[src/rtl/chunked_serial_subtractor.sv]
// Purpose: d = a - b - bin computed CHUNK bits per clock, LSB slice first, with a registered inter-slice borrow.
// Latency: start sampled at E0 -> done pulses in the cycle after E0+NCH; one result per NCH+1 cycles.
// Backpressure: none; start is ignored while busy, and the result holds until the next completion.
module chunked_serial_subtractor #(
    parameter int WIDTH = 16,
    parameter int CHUNK = 4
) (
    input  logic             clk,
    input  logic             rst,
    input  logic             start,
    input  logic [WIDTH-1:0] a,
    input  logic [WIDTH-1:0] b,
    input  logic             bin,
    output logic             busy,
    output logic             done,
    output logic [WIDTH-1:0] d,
    output logic             bout,
    output logic             ovf,
    output logic             zero
);

    localparam int NCH = WIDTH / CHUNK;
    localparam int CW  = (NCH > 1) ? $clog2(NCH) : 1;

    typedef enum logic [1:0] {
        IDLE = 2'd0,
        RUN  = 2'd1,
        DONE = 2'd2
    } state_t;

    state_t           state_q, state_d;
    logic [CW-1:0]    cnt_q, cnt_d;
    logic [WIDTH-1:0] a_q, a_d;
    logic [WIDTH-1:0] b_q, b_d;
    logic [WIDTH-1:0] res_q, res_d;
    logic             brw_q, brw_d;
    logic [WIDTH-1:0] d_q, d_d;
    logic             bout_q, bout_d;
    logic             ovf_q, ovf_d;
    logic             zero_q, zero_d;

    logic [CHUNK-1:0] a_sl;
    logic [CHUNK-1:0] b_sl;
    logic [CHUNK-1:0] diff_sl;
    logic             bo_sl;
    logic [WIDTH-1:0] res_upd;
    logic             last_slice;
    logic             accept;

    assign last_slice = (cnt_q == CW'(NCH - 1));
    // A new operation may start from IDLE or directly out of DONE (back-to-back).
    assign accept     = start && (state_q != RUN);

    // Pick the operand slice addressed by the slice counter.
    always_comb begin
        a_sl = '0;
        b_sl = '0;
        for (int i = 0; i < NCH; i++) begin
            if (cnt_q == CW'(i)) begin
                a_sl = a_q[i*CHUNK +: CHUNK];
                b_sl = b_q[i*CHUNK +: CHUNK];
            end
        end
    end

    // Ripple full-subtractor chain across one slice, fed by the registered borrow.
    always_comb begin
        logic br;
        br      = brw_q;
        diff_sl = '0;
        for (int j = 0; j < CHUNK; j++) begin
            diff_sl[j] = a_sl[j] ^ b_sl[j] ^ br;
            br         = (~a_sl[j] & b_sl[j]) | (~(a_sl[j] ^ b_sl[j]) & br);
        end
        bo_sl = br;
    end

    // Merge the freshly computed slice into the work result.
    always_comb begin
        res_upd = res_q;
        for (int i = 0; i < NCH; i++) begin
            if (cnt_q == CW'(i)) begin
                res_upd[i*CHUNK +: CHUNK] = diff_sl;
            end
        end
    end

    // Next-state logic: IDLE/DONE accept start, RUN walks NCH slices then reports.
    always_comb begin
        state_d = state_q;
        unique case (state_q)
            IDLE: begin
                if (start) begin
                    state_d = RUN;
                end
            end
            RUN: begin
                if (last_slice) begin
                    state_d = DONE;
                end
            end
            DONE: begin
                state_d = start ? RUN : IDLE;
            end
            default: state_d = IDLE;
        endcase
    end

    // Datapath next-state: latch operands on accept, step slices in RUN, publish at the last slice.
    always_comb begin
        cnt_d  = cnt_q;
        a_d    = a_q;
        b_d    = b_q;
        res_d  = res_q;
        brw_d  = brw_q;
        d_d    = d_q;
        bout_d = bout_q;
        ovf_d  = ovf_q;
        zero_d = zero_q;
        if (accept) begin
            a_d   = a;
            b_d   = b;
            brw_d = bin;
            cnt_d = '0;
            res_d = '0;
        end else if (state_q == RUN) begin
            res_d = res_upd;
            brw_d = bo_sl;
            cnt_d = cnt_q + CW'(1);
            if (last_slice) begin
                cnt_d  = '0;
                d_d    = res_upd;
                bout_d = bo_sl;
                // Sign-based overflow: naturally covers the borrow-in contribution.
                ovf_d  = (a_q[WIDTH-1] != b_q[WIDTH-1]) && (res_upd[WIDTH-1] != a_q[WIDTH-1]);
                zero_d = (res_upd == '0);
            end
        end
    end

    // State register; reset aborts any in-flight operation.
    always_ff @(posedge clk or posedge rst) begin
        if (rst) begin
            state_q <= IDLE;
        end else begin
            state_q <= state_d;
        end
    end

    // Work and result registers.
    always_ff @(posedge clk or posedge rst) begin
        if (rst) begin
            cnt_q  <= '0;
            a_q    <= '0;
            b_q    <= '0;
            res_q  <= '0;
            brw_q  <= 1'b0;
            d_q    <= '0;
            bout_q <= 1'b0;
            ovf_q  <= 1'b0;
            zero_q <= 1'b0;
        end else begin
            cnt_q  <= cnt_d;
            a_q    <= a_d;
            b_q    <= b_d;
            res_q  <= res_d;
            brw_q  <= brw_d;
            d_q    <= d_d;
            bout_q <= bout_d;
            ovf_q  <= ovf_d;
            zero_q <= zero_d;
        end
    end

    assign busy = (state_q == RUN);
    assign done = (state_q == DONE);
    assign d    = d_q;
    assign bout = bout_q;
    assign ovf  = ovf_q;
    assign zero = zero_q;

endmodule

[config.mk]
export PLATFORM = sky130hd
export DESIGN_NAME = chunked_serial_subtractor
export DESIGN_NICKNAME = d
export VERILOG_FILES = /design/src/rtl/chunked_serial_subtractor.sv
export SDC_FILE = /design/constraint.sdc
export NUM_CORES = 1
export LEC_CHECK = 0
export CORE_MARGIN = 5
export CORE_UTILIZATION = 55
export DETAILED_ROUTE_END_ITERATION = 8
export GPL_ROUTABILITY_DRIVEN = 0
export GPL_TIMING_DRIVEN = 0
export PLACE_DENSITY = 0.89
export SLEW_MARGIN = 20
export SYNTH_ARGS = -nofsm -noshare
export SYNTH_HDL_FRONTEND = slang
export SYNTH_SLANG_ARGS = --single-unit
[constraint.sdc]
create_clock -name clk -period 10.6 [get_ports clk]
set_input_delay 1.59 -clock clk [delete_from_list [all_inputs] [get_ports clk]]
set_output_delay 1.59 -clock clk [all_outputs]
set_load 0.1 [all_outputs]
# Yosys cells after proc, flatten, opt, wreduce, memory -nomap -nowiden

Cells that the tools add are included.

Bitwise gates (word level): 29
Reduce and logical (&&, ||, !) cells: 8
Add/sub/neg operators: 1
Eq/ne operators: 10
Multiplexer cells: 23

Operators with widths:

| cell                                                                    | count |
|---|---|
| 4-bit 2-to-1 mux                                                        | 12 |
| 16-bit 2-to-1 mux                                                       | 2 |
| 16-bit logical NOT                                                      | 1 |
| 2-bit 2-to-1 mux                                                        | 5 |
| 1-bit inverter                                                          | 9 |
| 1-bit AND                                                               | 8 |
| 1-bit XOR                                                               | 8 |
| 2-bit == test, second input constant                                    | 3 |
| 2-bit case mux with 3 select lines                                      | 1 |
| 2-bit by 1-bit == test with 1-bit output, second input constant         | 2 |
| 2-bit logical NOT                                                       | 2 |
| 2-bit by 1-bit inequality test with 1-bit output, second input constant | 2 |
| 1-bit bitwise OR                                                        | 4 |
| 1-bit 2-to-1 mux                                                        | 3 |
| 3-bit AND reduction                                                     | 1 |
| 2-bit by 1-bit adder with 2-bit output, second input constant           | 1 |
| 1-bit logical AND                                                       | 2 |
| 1-bit inequality test                                                   | 2 |
| 2-bit inequality test, second input constant                            | 1 |
| 2-bit AND reduction                                                     | 1 |
| 2-bit nonzero test                                                      | 1 |

Bits of input ports: 36
Register bits: 72
Output and inout port bits: 21

# Depth between registers and ports, before layout

Gate-level depths: netlist (run 1).

Depth after elaboration: 17
Mapped depth: 19

# Least setup slack after synthesis (run 1)

Ideal clock, no wire load.

Path kind: register to register
From: reg cnt_q[0]
To: reg ovf_q (netlist: ovf)
Period minus slack after synthesis: 3.473 ns
Cell stages (with the launch flop): 19
Path buffers: 3
Arrival time: 3.344 ns
Library setup time: 0.129 ns
Slack: 7.127 ns
Cell sequence: dfrtp_1 -> inv_1 -> ha_1 -> buf_2 -> buf_2 -> a21oi_1 -> a21oi_1 -> o21ai_1 -> fa_1 -> inv_1 -> fa_1 -> inv_1 -> fa_1 -> fa_1 -> buf_2 -> mux2i_1 -> nor2_1 -> a22oi_1 -> o21ai_0

Longest elaborated chain between the ends: 17

RTL lines:

| item                          | line | RTL |
|---|---|---|
| start: declaration            | 32   | `logic [CW-1:0] cnt_q, cnt_d;` |
| start signal: assignment      | 163  | `cnt_q <= cnt_d;` |
| 2-bit logical NOT             | 59   | `if (cnt_q == CW'(i)) begin` |
| 4-bit 2-to-1 mux (4 in a row) | 59   |  |
| 1-bit XOR                     | 73   | `br = (~a_sl[j] & b_sl[j]) \| (~(a_sl[j] ^ b_sl[j]) & br);` |
| 1-bit inverter                | 73   |  |
| 1-bit AND                     | 73   |  |
| 1-bit bitwise OR              | 73   |  |
| 1-bit AND                     | 73   |  |
| 1-bit bitwise OR              | 73   |  |
| 1-bit AND                     | 73   |  |
| 1-bit bitwise OR              | 73   |  |
| 1-bit XOR                     | 72   | `diff_sl[j] = a_sl[j] ^ b_sl[j] ^ br;` |
| 4-bit 2-to-1 mux              | 82   | `if (cnt_q == CW'(i)) begin` |
| 1-bit inequality test         | 135  | `ovf_d = (a_q[WIDTH-1] != b_q[WIDTH-1]) && (res_upd[WIDTH-1] != a_q[WIDTH-1]);` |
| 1-bit logical AND             | 135  |  |
| end signal: assignment        | 170  | `ovf_q <= ovf_d;` |
| end: declaration              | 39   | `logic ovf_q, ovf_d;` |

Parallel ways exist; a longest one is shown, timed or not.
A chain may end at the register's enable or synchronous reset.

# Final worst setup path (run 1)

From: reg state_q[1]
To: out busy

Longest elaborated chain between the ends: 1

RTL lines:

| item                                     | line | RTL |
|---|---|---|
| start: declaration                       | 31   | `state_t state_q, state_d;` |
| start signal: assignment                 | 146  | `state_q <= state_d;` |
| 2-bit by 1-bit == test with 1-bit output | 175  | `assign busy = (state_q == RUN);` |
| end: declaration                         | 14   | `output logic busy,` |

No other way between the ends.

==> results of run 1 <==
-- through the flow --
| step | setup WS, ns | hold WS, ns |
|---|---|---|
| finish | 6.55 | 0.478 |
| global route | 6.24 | 0.503 |
| CTS | 6.55 | 0.479 |
| detailed placement | 6.64 | 0.462 |
| global placement | 6.24 | 0.458 |
| floorplan | 7.13 | 0.440 |
-- tightest hold or removal path: stages (launching register included) --
cell and delay [ns]:
dfrtp_1 0.34, nand2_1 0.04, o21ai_0 0.06
-- area by class of cell --
cell class | instances | area, sq um | share of cell area
buffer | 21 | 151 | 0.0350
clock buffer | 14 | 193 | 0.0445
inverter | 11 | 43.8 | 0.0101
multi-input combinational | 190 | 1510 | 0.350
sequential | 70 | 1750 | 0.405
tap | 75 | 93.8 | 0.0217
timing repair buffer | 57 | 581 | 0.134
-- layout by cell type (no fill, tap or decap), drive strengths merged, types with 3 or more instances in the layout --
master,n
dfrtp,70
clkdlybuf4s50,56
nand2,38
mux2,32
o21ai,25
buf,21
a21oi,15
clkbuf,15
nor2b,13
mux2i,11
inv,11
a32o,10
nor3,7
nor2,6
a221oi,4
nand3b,4
fa,4
ha,4
a22o,3
nand2b,3
-- path summary, 6_finish.rpt --
path / to / slack (ns) / cells past startpoint
setup / recovery: busy / 6.55 / 4
hold / removal: d[14]$_DFFE_PP0P_ / 0.48 / 2
setup reg to reg: ovf$_DFFE_PP0P_ / 6.56 / 18
hold reg to reg: d[14]$_DFFE_PP0P_ / 0.48 / 2
max in group asynchronous: a_q[8]$_DFFE_PP0P_ / 8.48 / 3
min in group asynchronous: d[8]$_DFFE_PP0P_ / 1.56 / 2
-- cell families (layout without fill, tap and decap cells) --
logic type      after synthesis  count (layout)  share of synthesized area
mux                          43              43                      0.169
simple gates                 75              75                      0.108
fa+ha+maj                     8               8                     0.0376
compound gates               64              64                      0.123
buf+inv                      32             103                     0.0557
flops                        70              70                      0.507
-- metal layers --
layer,vias up,routed length (um),part of all wire,GRT usage
li1,1162,-,-,-
met1,1238,3190,0.41,0.266
met2,94,3900,0.50,0.372
met3,17,557,0.072,0.0654
met4,0,125,0.016,0.0866
met5,-,0,0,0
-- registers in the layout, indices dropped and copies added (netlist names) --
register and cells:
brw_q 1, bout 1, b_q 16, a_q 16, zero 1, d 16
res_q 14, state_q 2, cnt_q 2, ovf 1
==> reports/metrics.yaml, run 1 <==
min_from: "d[14]$_DFFE_PP0P_"
final_cells: 438
syn-num-nets: 336
drt-wirelength-per-cell_um: 17.8
cp_slowest_cell: "clkdlybuf4s50_1"
cts-root-buf: "clkbuf_8"
post_cts_buffers: 0
crit_fanout: 10
fmax_mhz: 247
yosysSeqAreaShare: 0.507
clockBufferDepth: 2
hold_viol: 0
cp.arrival_ns: 2.46
drc_errors: 0
dp_cells: 424
r2r_start: "cnt_q[0]$_DFFE_PP0P_"
synth_edf_count: 0
slew_viol_final: 0
crit_required_ns: 9.01
clkTransAtPathRegs_ns: 0.08
crit_type: "register to output port"
htree_levels: 3
ant_nets: 0
finalSetupTns_ns: 0
crit_path_start_kind: "register"
synth_cell_types: 38
overflow: 0
dieArea_sq_mm: 0.00797
crit_start: "state_q[1]$_DFFE_PP0P_"
antenna_found_initial: 0
fin_area_sq_mm: 0.00433
rsz0062_at_grt: "no"
place_area_sq_mm: 0.00413
syn2layout_area_growth_pct: 25.2
start_util: 0.574
first_iter_violations: 156
critPathCaptureType: "output port"
synth_seq_cells: 70
synthTopCellsByArea: "dfrtp_1 (51%), mux2_4 (13%), nand2_1 (3.9%)"
core_area_sq_mm: 0.00603
post_cts_resized: 0
syn_avg_cell_area_sq_um: 11.8
clk_latency_ns: 0.36
path_cells: "nand2b_4 > inv_2 > buf_2 > clkdlybuf4s50_1"
finalCriticalPeriod_ns: 4.05
vias_per_cell: 5.73
slowest_delay_ns: 1.18
fin_crit_sh: 0.382
vias: 2511
cts-hold-fix-buffers: 0
wirelength_um: 7780
status: "finished, final reports clean"
antenna_cells: 0
cts_tree: "yes"
io_pins: 57
crit_buf_inv: 3
die_x_um: 89.3
synth_most_common_cell: "dfrtp_1"
cts_buffers: 9
hpwl_um: 5760
grt_pass1_wl_um: 13300
hp-class: "register to register"
port_buffers: 56
yosys.area.top_type: "dfrtp_1"
nFillCells: 439
grt_start_max_net_pins: 44
nNetsFinal: 404
path_delay_family: "buffers and inverters"
synthArstFlopShare: 1.00
rows: 28
setup_viol_count_final: 0
synth_area_sq_mm: 0.00346
postSynthCellCount: 292
yosys-top-cells-count: "dfrtp_1 (70), nand2_1 (36), mux2_4 (30)"
grt_pass1_vias: 2730
worst_pin_slew_ns: 0.983
die_height_um: 89.3
synth_top_area_share: 0.507
slew_headroom: 0.343
fin_skew_ns: 0.0122
grtUsageTotal: 0.221
final_util: 0.718
drive_gt1_frac: 0.215
synthFlopType: "dfrtp_1"
drv_cap: 0
cts.sinks: 70
yosysWarnings: 0
drt-pass1-iter-count: 4
Power of run 1 is left out: the tool's default activity adds up to more than one toggle a clock period on the data nets, which glitch-free logic cannot reach.
==> run 2: changes to the inputs <==
- CORE_UTILIZATION: 55 -> 48
- PLACE_DENSITY: 0.89 -> 0.83
- clock period: 10.6 -> 3.5 ns (I/O delays scaled with it)
==> run 2 against run 1 <==
Against the previous run: global-route usage is 2.5 points lower; clock-buffer cell count is 1 lower; clock skew is 0.0071 ns lower; cell area is 6.8% higher; worst hold slack worse by 0.00073 ns; largest cell class unchanged; routed wire length is 2.2% higher; critical path depth is 13 higher; sequential share of layout area is 2.5 points lower; utilization is 7.1 points lower.
==> reports/metrics.yaml, run 2 (synthesized netlist as in run 1, its figures left out) <==
status: "finished, final reports clean"  # unchanged
critPathCaptureType: "register"  # was output port
dieArea_sq_mm: 0.00900  # was 0.00797 sq mm
min_to: "d[7]$_DFFE_PP0P_"  # was d[14]$_DFFE_PP0P_
cts_tree: "yes"  # unchanged
io_pins: 57  # unchanged
final_cell_mix: "dfrtp_1 (69), clkdlybuf4s50_1 (56), nand2_1 (36)"  # was dfrtp_1 (70), clkdlybuf4s50_1 (56), nand2_1 (36)
syn2layout_area_growth_pct: 33.6  # was 25.2%
hold_slack_ns: 0.477  # was 0.478 ns
vias_per_cell: 5.38  # was 5.73
drt-wirelength-per-cell_um: 16.6  # was 17.8 um
vias: 2579  # was 2511
cts-hold-fix-buffers: 0  # unchanged
core_area_sq_mm: 0.00714  # was 0.00603 sq mm
hold_depth: 2  # unchanged
r2r_slack_ns: 0.02  # was 6.56 ns
worstReg2RegEnd: "ovf$_DFFE_PP0P_"  # unchanged
antenna_found_initial: 0  # unchanged
htree_levels: 3  # unchanged
nFillCells: 552  # was 439
setup_slack_ns: 0.0202  # was 6.55 ns
multiInputGateArea_sq_mm: 0.00162  # was 0.00151 sq mm
cts_buffers: 9  # unchanged
fin_crit_sh: 0.994
crit_required_ns: 3.74  # was 9.01 ns
hold_viol: 0  # unchanged
crit_path_start_kind: "register"  # unchanged
hp-class: "register to register"  # unchanged
grt_pass1_wl_um: 13300  # about the same
drc_errors: 0  # unchanged
drt-pass1-iter-count: 4  # unchanged
crit_fanout: 10  # unchanged
grtUsageTotal: 0.196  # was 0.221
grt_start_max_net_pins: 43  # was 44
die_height_um: 94.9  # was 89.3 um
crit_type: "register to register"  # was register to output port
antenna_cells: 0  # unchanged
overflow: 0  # unchanged
ant_nets: 0  # unchanged
rows: 31  # was 28
finalCriticalPeriod_ns: 3.48
cts.sinks: 70  # unchanged
regArea_sq_mm: 0.00175  # about the same
fin_skew_ns: 0.00512  # was 0.0122 ns
min_from: "d[7]$_DFFE_PP0P_"  # was d[14]$_DFFE_PP0P_
final_common_cell: "dfrtp_1"  # unchanged
die_x_um: 94.9  # was 89.3 um
worst_pin_slew_ns: 0.989  # was 0.983 ns
port_buffers: 56  # unchanged
pre_cts_slack_ns: -0.479  # was 6.64 ns
r2r_start: "cnt_q[0]$_DFFE_PP0P_"  # unchanged
cts-root-buf: "clkbuf_8"  # unchanged
start_util: 0.484  # was 0.574
slew_headroom: 0.339  # was 0.343
cp.arrival_ns: 3.72  # was 2.46 ns
clockBufferDepth: 2  # unchanged
clkTransAtPathRegs_ns: 0.07  # was 0.08 ns
grt_pass1_vias: 2794  # was 2730
first_iter_violations: 173  # was 156
fmax_mhz: 287
nNetsFinal: 421  # was 404
slew_viol_final: 0  # unchanged
wirelength_um: 7950  # was 7780 um
drv_cap: 0  # unchanged
setup_viol_count_final: 0  # unchanged
hpwl_um: 5460  # was 5760 um
clk_latency_ns: 0.35  # was 0.36 ns
rr_worst_depth: 17  # was 18
rsz0062_at_grt: "yes"  # was no
drive_gt1_frac: 0.313  # was 0.215
==> run 2: timing repair <==
action	CTS	global route
gates resized for setup	38	9
gates cloned	0	0
setup buffers	17	2
pin swaps	8	11
endpoints found under the setup margin	10	10
==> run 2: worst max path at each step <==
stage,start,end
2_1_floorplan,cnt_q[0]$_DFFE_PP0P_,ovf$_DFFE_PP0P_
3_3_place_gp,cnt_q[0]$_DFFE_PP0P_,ovf$_DFFE_PP0P_
3_5_place_dp,cnt_q[0]$_DFFE_PP0P_,ovf$_DFFE_PP0P_
4_1_cts,cnt_q[1]$_DFFE_PP0P_,ovf$_DFFE_PP0P_
5_1_grt,cnt_q[0]$_DFFE_PP0P_,ovf$_DFFE_PP0P_
6_report,cnt_q[0]$_DFFE_PP0P_,ovf$_DFFE_PP0P_
==> run 2: layer usage <==
metal	GRT usage	wire [um]	vias to the layer above
li1	-	-	1196
met1	0.240	3280	1257
met2	0.321	3900	96
met3	0.0367	479	30
met4	0.115	294	0
met5	0	0	-
==> run 2: through the flow <==
stage / instances / util / instance area, sq um / setup TNS, ns
detailed placement: 448 / 0.583 / 4160 / -1.77
finish: 479 / 0.647 / 4620 / 0
CTS: 479 / 0.644 / 4600 / -0.0501
global placement: 447 / 0.580 / 4140 / -0.968
global route: 479 / 0.647 / 4620 / -0.420
floorplan: 292 / - / 3460 / 0
==> run 2: area by class of cell <==
cell class,instances,area share
well taps,99,0.0268
clock inverters,1,0.00108
multi-input cells,190,0.351
plain buffers,19,0.0385
repair buffers,76,0.157
clock buffers,13,0.0366
inverters,11,0.00948
flip-flops and latches,70,0.379
==> run 2: critical path, cell delays in order (launching register included) <==
cell	delay [ns]
dfrtp_2	0.45
buf_4	0.16
ha_4	0.18
buf_4	0.17
buf_4	0.18
nand2_1	0.07
o21ai_2	0.06
fa_2	0.35
inv_2	0.07
fa_2	0.19
inv_2	0.04
fa_2	0.34
fa_1	0.51
buf_6	0.14
mux2i_4	0.07
buf_4	0.14
a22oi_2	0.16
o21ai_1	0.07
Power of run 2 is left out for the same reason.
==> patch (config.mk and constraints of run 2) <==
The parameter `CHUNK` goes from 4 to 2.
--- a/src/rtl/chunked_serial_subtractor.sv
+++ b/src/rtl/chunked_serial_subtractor.sv
@@ -4,5 +4,5 @@
 module chunked_serial_subtractor #(
     parameter int WIDTH = 16,
-    parameter int CHUNK = 4
+    parameter int CHUNK = 2
 ) (
     input  logic             clk,
Function: changed (Yosys sat finds a counterexample within 10 cycles, from zero or initial values and one cycle with rst high).
==> patch against run 2 <==
Area after synthesis is 1.1% higher. Setup slack better by 0.077 ns. Wire length is 9.7% higher. Sequential share of layout area is 0.85 points higher. Die area is 1.0% higher. Sequential cell count is 2 higher. Clock skew is 0.0058 ns higher. Critical path type unchanged. Design area is 0.54% higher.
Power is left out: the tool's default activity adds up to more than one toggle a clock period on the data nets, which glitch-free logic cannot reach.
==> patch: results (changes against run 2) <==
outcome - complete, no violations
Yosys warnings - 0 (unchanged)
Yosys reg bits - 72 (+2.9%)
largest net degree at the start of global routing - 38 (-12%)
post-synthesis compound-gate area fraction - 13.39% (+1.1 points)
Ant. Diodes - 0 (unchanged)
antenna violations before repair - 0 (unchanged)
R2R Setup Slk - 0.1 ns (+0.08 ns)
Iter 0 DRT Violations - 271 (+57%)
clk_lat worst skew - 0.36 ns
Worst Path Arrival - 3.68 ns (-0.04 ns)
port bufs - 56 (unchanged)
Clock Skew - 0.01088 ns (+0.005760 ns)
final wirelength - 8724 um (+9.7%)
Yosys cell types - 38 (unchanged)
CTS clock-pin slew for the worst setup and hold paths - 0.07 ns (about the same)
dpl hpwl - 6153 um (+13%)
post-synthesis async set-or-reset flop share - 100.0% (unchanged)
Adder-Cell Fraction of Synth Area - 3.293% (-0.47 points)
GRT Util Overall - 20.56% (+0.97 points)
grt total ovfl - 0 (unchanged)
synth cell count leaders - dfrtp_1, nand2_1, o21ai_0
HP Class - reg2reg
proportion of synthesized area in mux cells - 13.46% (-3.4 points)
first-pass GRT wire length - 14210 um (+6.5%)
Top Family by Delay on Critical Path - simple AND/OR/NAND/NOR gates
clock buffer count from CTS - 9 (unchanged)
1st-pass router iterations - 5 (+1)
sequential share of the synthesized area - 51.54% (+0.87 points)
Post-Syn Nets - 390 (+16%)
top cells by area, synth - dfrtp_1, mux2_2, o21ai_0
Layout Nets - 469 (+11%)
max_slew headroom - 34.72% (+0.87 points)
vias in the first global route - 3034 (+8.6%)
Synth top area share - 51.54% (+0.87 points)
H-tree depth - 3 (unchanged)
layout cells sized above 1 - 22.38% (-8.9 points)
crit path max fanout - 5 (-5)
Via-to-Cell Ratio - 5.627 (+4.5%)
Crit-path slowest cell - fa_2
Synth Area in XOR/XNOR - 0% (unchanged)
crit-path max cell delay - 0.49 ns (-0.02 ns)
-- patch: changes by cell type in the layout (fill, tap and decap cells not counted), moves of 5 or more --
cell	run 2	this run
nand3_1	1	7
a32o_1	9	0
nand2_1	36	57
buf_4	20	12
clkbuf_1	1	6
nor2_1	5	13
o21ai_0	18	40
mux2_4	30	0
mux2_2	2	32
-- patch: tightest hold or removal path: stages, from the launching register on --
cell and delay (ns):
dfrtp_1 0.34, nand2_1 0.05, nand2_1 0.05
-- patch: logic make-up after synthesis --
group / Yosys count
AND/OR/NAND/NOR: 109
AO/OA/AOI/OAI: 81
flip-flops: 72
multiplexers: 43
buffers and inverters: 33
adder cells (fa/ha/maj): 8
-- patch: worst paths after layout --
| check | from | endpoint | cells after the start |
|---|---|---|---|
| min in group asynchronous | rst | cnt_q[0] | 2 |
| setup reg to reg | cnt_q[1] | zero | 16 |
| hold / removal | d[14] | d[14] | 2 |
| setup / recovery | cnt_q[1] | zero | 16 |
| max in group asynchronous | rst | b_q[7] | 3 |
| hold reg to reg | d[14] | d[14] | 2 |
-- patch: per-layer routing --
| layer | track usage, % | vias up | wire length, um |
|---|---|---|---|
| met5 | 0 | - | 0 |
| met4 | 9.375 | 0 | 238 |
| met3 | 5.446 | 25 | 722 |
| met2 | 33.88 | 161 | 4357 |
| met1 | 25.22 | 1423 | 3406 |
| li1 | - | 1362 | - |
-- patch: what timing repair did --
action	4_1_cts	5_1_grt
buffers inserted	8	4
hold buffers	0	0
gates resized for setup	23	32
pin swaps	3	11
setup endpoints to repair	27	16
-- patch: area by class of cell --
type                    count  area, sq um
plain buffers              20        136.4
clock buffers              11        141.4
clock inverters             4        45.04
fillers                   584         2531
inverters                  12        51.30
multi-input cells         241         1670
flip-flops and latches     72         1802
well taps                  99        123.9
repair buffers             69        674.4
-- patch: through the flow --
step           hold slack, ns  instance area, sq um  worst slack [ns]  instances  TNS (ns)
2_1_floorplan          0.4422                  3497           0.04420        346         0
3_3_place_gp           0.4586                  4182           -0.5264        501    -3.963
3_5_place_dp           0.4652                  4204           -0.5667        502    -5.374
4_1_cts                0.4831                  4519          0.007750        524         0
5_1_grt                0.5158                  4644          -0.05037        528  -0.06061
6_report               0.4783                  4644           0.09733        528         0
